<file path="src/rtl/usreg_ctrl_pkg.sv">
// Shared encodings for the usreg sequencing controller: usreg sel codes and FSM states.
package usreg_ctrl_pkg;

    localparam logic [1:0] SEL_HOLD = 2'b00;
    localparam logic [1:0] SEL_SHR  = 2'b01;
    localparam logic [1:0] SEL_SHL  = 2'b10;
    localparam logic [1:0] SEL_LOAD = 2'b11;

    typedef enum logic [1:0] {
        IDLE  = 2'd0,
        LOAD  = 2'd1,
        SHIFT = 2'd2,
        DONE  = 2'd3
    } ctrl_state_e;

endpackage

</file>
<file path="src/rtl/usreg_bit_cnt.sv">
// Clear/enable bit counter; term_o flags the count value WIDTH-1.
module usreg_bit_cnt #(
    parameter int WIDTH = 4
) (
    input  logic clk,
    input  logic rst,
    input  logic clr_i,
    input  logic en_i,
    output logic term_o
);

    localparam int CW = (WIDTH > 2) ? $clog2(WIDTH) : 1;

    logic [CW-1:0] cnt_q, cnt_d;

    always_comb begin
        cnt_d = cnt_q;
        if (clr_i)
            cnt_d = '0;
        else if (en_i)
            cnt_d = cnt_q + 1'b1;
    end

    // NOTE: sequential state uses non-blocking assignment so every flop samples pre-edge values.
    always_ff @(posedge clk or posedge rst) begin
        if (rst)
            cnt_q <= '0;
        else
            cnt_q <= cnt_d;
    end

    assign term_o = (cnt_q == CW'(WIDTH - 1));

endmodule

</file>
<file path="src/rtl/usreg_ser_ctrl.sv">
// Parallel-to-serial sequencer driving a universal shift register (load, then WIDTH shifts).
// Optional macro USR_CTRL_ROTATE_EN feeds the exiting bit back as serial_in instead of fill_bit.
module usreg_ser_ctrl
    import usreg_ctrl_pkg::*;
#(
    parameter int WIDTH = 4
) (
    input  logic             clk,
    input  logic             rst,
    input  logic             in_valid,
    output logic             in_ready,
    input  logic [WIDTH-1:0] in_data,
    input  logic             msb_first,
    input  logic             fill_bit,
    input  logic [WIDTH-1:0] sr_q,
    output logic [1:0]       sr_sel,
    output logic [WIDTH-1:0] sr_d,
    output logic             sr_si,
    output logic             ser_out,
    output logic             ser_valid,
    output logic             busy,
    output logic             done
);

    ctrl_state_e      state_q, state_d;
    logic [WIDTH-1:0] word_q;
    logic             msb_q;
    logic             fill_q;
    logic             accept;
    logic             cnt_term;
    logic             exit_bit;
    logic             shift_si;

    assign accept = (state_q == IDLE) && in_valid && !rst;

    always_ff @(posedge clk or posedge rst) begin
        if (rst)
            state_q <= IDLE;
        else
            state_q <= state_d;
    end

    always_comb begin
        state_d = state_q;
        case (state_q)
            IDLE:    if (accept) state_d = LOAD;
            LOAD:    state_d = SHIFT;
            SHIFT:   if (cnt_term) state_d = DONE;
            DONE:    state_d = IDLE;
            default: state_d = IDLE;
        endcase
    end

    // Direction and fill are frozen at accept so upstream may move on while the word drains.
    always_ff @(posedge clk or posedge rst) begin
        if (rst) begin
            word_q <= '0;
            msb_q  <= 1'b0;
            fill_q <= 1'b0;
        end else if (accept) begin
            word_q <= in_data;
            msb_q  <= msb_first;
            fill_q <= fill_bit;
        end
    end

    usreg_bit_cnt #(.WIDTH(WIDTH)) u_bit_cnt (
        .clk    (clk),
        .rst    (rst),
        .clr_i  (state_q != SHIFT),
        .en_i   (state_q == SHIFT),
        .term_o (cnt_term)
    );

    assign exit_bit = msb_q ? sr_q[WIDTH-1] : sr_q[0];

`ifdef USR_CTRL_ROTATE_EN
    assign shift_si = exit_bit;
`else
    assign shift_si = fill_q;
`endif

    // NOTE: every output gets a default first so no path through the case infers a latch.
    always_comb begin
        in_ready  = 1'b0;
        sr_sel    = SEL_HOLD;
        sr_d      = '0;
        sr_si     = 1'b0;
        ser_out   = 1'b0;
        ser_valid = 1'b0;
        busy      = 1'b0;
        done      = 1'b0;
        case (state_q)
            IDLE: in_ready = !rst;
            LOAD: begin
                sr_sel = SEL_LOAD;
                sr_d   = word_q;
                busy   = 1'b1;
            end
            SHIFT: begin
                sr_sel    = msb_q ? SEL_SHL : SEL_SHR;
                sr_si     = shift_si;
                ser_out   = exit_bit;
                ser_valid = 1'b1;
                busy      = 1'b1;
            end
            DONE: begin
                done = 1'b1;
                busy = 1'b1;
            end
            default: ;
        endcase
    end

endmodule

</file>
<file path="config.mk">
export PLATFORM = sky130hd
export DESIGN_NAME = usreg_ser_ctrl
export DESIGN_NICKNAME = d
export VERILOG_FILES = /design/src/rtl/usreg_ctrl_pkg.sv /design/src/rtl/usreg_bit_cnt.sv /design/src/rtl/usreg_ser_ctrl.sv
export SDC_FILE = /design/constraint.sdc
export NUM_CORES = 1
export LEC_CHECK = 0
export CORE_UTILIZATION = 39
export CTS_BUF_LIST = sky130_fd_sc_hd__clkbuf_2
export DETAILED_ROUTE_END_ITERATION = 8
export PLACE_DENSITY = 0.77
export SLEW_MARGIN = 20
export SYNTH_ARGS = -nofsm -noshare
export SYNTH_HDL_FRONTEND = slang
export SYNTH_HIERARCHICAL = 1
export SYNTH_SLANG_ARGS = --single-unit
</file>
<file path="constraint.sdc">
create_clock -name clk -period 1.4 [get_ports clk]
set_clock_uncertainty 0.1 [all_clocks]
set_input_delay 0.14 -clock clk [delete_from_list [all_inputs] [get_ports clk]]
set_output_delay 0.14 -clock clk [all_outputs]
set_load 0.1 [all_outputs]
</file>
Word level (Yosys, flattened, before mapping). Index checks and enable logic that the tools add are counted.

$add $sub $neg: 1. Eq/ne operators: 7. Multiplexer cells: 15. Reduce and logical (&&, ||, !) cells: 7.

Operators with widths (number): 2-bit 2-to-1 mux (5); 2-bit one-hot mux with 4 select lines (1); 1-bit 2-to-1 mux (7); 2-bit equality test, second input constant (3); 2-bit inequality test, second input constant (3); 4-bit 2-to-1 mux (1); 2-bit one-hot mux with 2 select lines (1); 3-bit OR reduction (1); 2-bit by 1-bit adder with 2-bit output, second input constant (1); 2-bit by 1-bit equality test with 1-bit output, second input constant (1); 1-bit logical AND (2); 2-bit logical NOT (1); 2-bit AND reduction (1); 2-bit nonzero test (1); 1-bit logical NOT (1).

Register bits: 10. Input bits: 13. Output and inout port bits: 12.

Depth between registers and ports, before layout.
Depth after elaboration: 5. Gate-level depth with buffers: 5. Gate-level depth less buffers: 5.

Modules after synthesis. The synthesis kept the hierarchy.

By module, submodules not included: usreg_ser_ctrl (times used 1, cells each 43, area each 529.3 sq um, seq. area each 200.2 sq um); usreg_bit_cnt (times used 1, cells each 8, area each 92.6 sq um, seq. area each 50.0 sq um).

Worst setup path before layout. Ideal clock, no wire load.

Path kind: register -> output. Start point: reg state_q[0]. End point: out sr_sel[0]. Arrival time: 2.349 ns. Required time: 1.160 ns. Setup slack: -1.189 ns. Stages on the path, launching flop included: 5. Path buffers: 0. Cell sequence: dfrtp_1 inv_1 ha_1 nor2b_1 o21a_1.

Longest elaborated chain between the ends: 2. Elaborated cells on any way between the ends: 3. Classes of those cells: 2 x eq/ne; 1 x mux.

RTL lines: start, declared (RTL line usreg_ser_ctrl.sv:25) `ctrl_state_e state_q, state_d;`; start signal, assigned (RTL line usreg_ser_ctrl.sv:40) `state_q <= state_d;`; 2-bit equality test or 2-bit by 1-bit equality test with 1-bit output (tied branches) (RTL line usreg_ser_ctrl.sv:93) `case (state_q)`; 2-bit one-hot mux with 2 select lines * (RTL line usreg_ser_ctrl.sv:93); end, declared (RTL line usreg_ser_ctrl.sv:16) `output logic [1:0] sr_sel,`.

Every way passes the cells marked *; elsewhere a longest branch is shown, timed or not.

Worst setup path after layout.
Start point: reg state_q[0]. End point: out ser_out.

Longest elaborated chain between the ends: 2.

RTL lines: 2-bit equality test (RTL line usreg_ser_ctrl.sv:93); 1-bit 2-to-1 mux (RTL line usreg_ser_ctrl.sv:93); end, declared (RTL line usreg_ser_ctrl.sv:19) `output logic ser_out,`.

Every way passes these cells.

==> results.ini <==
[final_layout]
design_area_mm2=0.00132
antenna_cells=0
fin_nets=115
mostFrequentLayoutCell=buf_12
drive_gt1_share_pct=68.1
syn_to_final_growth_pct=112
layout_common_cells=buf_12, clkdlybuf4s50_1, buf_4

[clock_network]
clockRootBuffer=clkbuf_2
clock_path_buffers=2
path_clk_slew_ps=120
htreeDepth=1
cts_buffers=3
cts_tree=built
cts.sink_count=10
clock_latency_ps=250

[drt]
vias=513
wl_mm=1.73
drc_errors=0
route.detailed.wl_per_inst_um=15.7
dr.pass1.iters=2
drt_iter0_drc=1
via_per_inst=4.66
drtAntennaViolNets=0

[timing]
worstMarginPinSlew_ps=346
min_period_over_period_pct=121
rsz0062_at_grt=yes
finalWorstSetupSlack_ps=-298
finalMaxSlewViolations=0
hold_viol=0
fmax_mhz=589
maxSlewHeadroom_pct=76.9
period_needed_ps=1700
setup_viol=20

[yosys]
ys_ff_latch=10
avgSynthCellArea_um2=12.2
synth_cell_type_count=15
synth.yosys.warnings=6
ys_seq_area_share_pct=40.2
netlist_area_um2=622
syn_nets=71
synthCells=51

[global_routing]
grt_pass1_wl_mm=2.92
grt_max_degree=9
grt_pass1_vias=604
antenna_found_initial=0
grt-ovfl-total=0
grt_usage_pct=22.7

[placement]
io_buffers=22
hpwl_mm=1.13
dpl_worst_slack_ps=-110
place_congestion=0.754
placed_cell_area_mm2=0.00113

[floorplanning]
die_w_um=41.9
core_area_mm2=0.00149
ioPinCount=25
design.die.area_mm2=0.00176
rows=14
die_height_um=41.9
start_util_pct=41.8

[setup_path]
crit_fanout=4
crit_path_end_kind=output pin
arrival_ps=1460
worst-setup-path-type=reg -> out
critPathLaunchType=flip-flop
required_ps=1160

[hold_path]
hold_class=in -> async

[run_status]
violations=negative setup slack
status=complete, but fails checks

[flow_run]
cap_viol_max_count=0

cells in the mapped netlist (all sizes together):
cell type | count | area share, %
a2bb2oi | 1 | 2.4
nand2b | 1 | 1.0
nor2b | 3 | 4.2
mux2 | 7 | 17
dfrtp | 10 | 40
o21a | 1 | 1.2
xnor2 | 1 | 1.4
ha | 7 | 14
nand2 | 1 | 1.8
and2 | 5 | 5.0
inv | 6 | 3.6
a21oi | 1 | 0.80
nor2 | 4 | 2.4
mux2i | 3 | 4.8
worst paths after layout:
path                       slack, ps                             end              startpoint  cells past startpoint
max reg2reg                     -200           word_q[2]$_DFFE_PP0P_  state_q[1]$_DFFE_PP0P_                      6
max                             -300                         ser_out  state_q[0]$_DFFE_PP0P_                      6
min reg2reg                      420           word_q[1]$_DFFE_PP0P_   word_q[1]$_DFFE_PP0P_                      1
min                              230           word_q[3]$_DFFE_PP0P_                     rst                      3
max in group asynchronous        560  u_bit_cnt/cnt_q[0]$_DFFE_PP0P_                     rst                      3
min in group clk                 410           word_q[3]$_DFFE_PP0P_              in_data[3]                      2
worst max-delay path: stages (launching register included):
cell     delay, ps
dfrtp_2        460
inv_4          120
ha_4           180
inv_4           40
buf_6          110
nor2_4         110
buf_12         180
cells by family (layout without fill, tap and decap cells):
| logic type | after synthesis | count (layout) | share of synthesized area [%] |
|---|---|---|---|
| simple gates | 14 | 14 | 14.5 |
| mux | 10 | 10 | 21.7 |
| flops | 10 | 10 | 40.2 |
| fa+ha+maj | 7 | 7 | 14.1 |
| buf+inv | 6 | 49 | 3.62 |
| compound gates | 3 | 3 | 4.43 |
| xor+xnor | 1 | 1 | 1.41 |
area by class of cell:
class / instances / area (um^2)
Clock buffer: 4 / 20.0
Fill cell: 68 / 173
Inverter: 6 / 33.8
Multi-Input combinational cell: 35 / 484
Sequential cell: 10 / 253
Tap cell: 16 / 20.0
Timing Repair Buffer: 39 / 505
sequential cells by signal (all words and copies together), names as in the netlist:
name,count
msb_q,1
word_q,4
state_q,2
u_bit_cnt/cnt_q,2
fill_q,1
routing by layer:
| layer | GRT usage [%] | up-vias | part of all wire (%) |
|---|---|---|---|
| met3 | 2.61 | 2 | 1.9 |
| met1 | 30.6 | 251 | 45 |
| li1 | - | 251 | - |
| met5 | 0 | - | 0 |
| met4 | 7.74 | 0 | 0.46 |
| met2 | 37.8 | 9 | 53 |
repair_timing:
action                                 in CTS  in global routing
gates resized for setup                    18                  0
hold buffers                                1                  0
pin swaps                                   8                  2
setup endpoints to repair                  20                 21
buffers inserted                            6                  1
endpoints found under the hold margin       2                  0
through the flow:
step	setup TNS [ps]	hold slack, ps	utilization, %	instances
finish	-4100	233	88.4	110
global route	-5510	252	88.4	110
CTS	-3940	213	88.4	110
detailed placement	-1010	260	76.1	99
global placement	-938	251	76.1	99
floorplan	-3970	-219	-	51
Power is not shown: default switching activity piles up to over one toggle a cycle in this logic, so the estimate is an artifact.
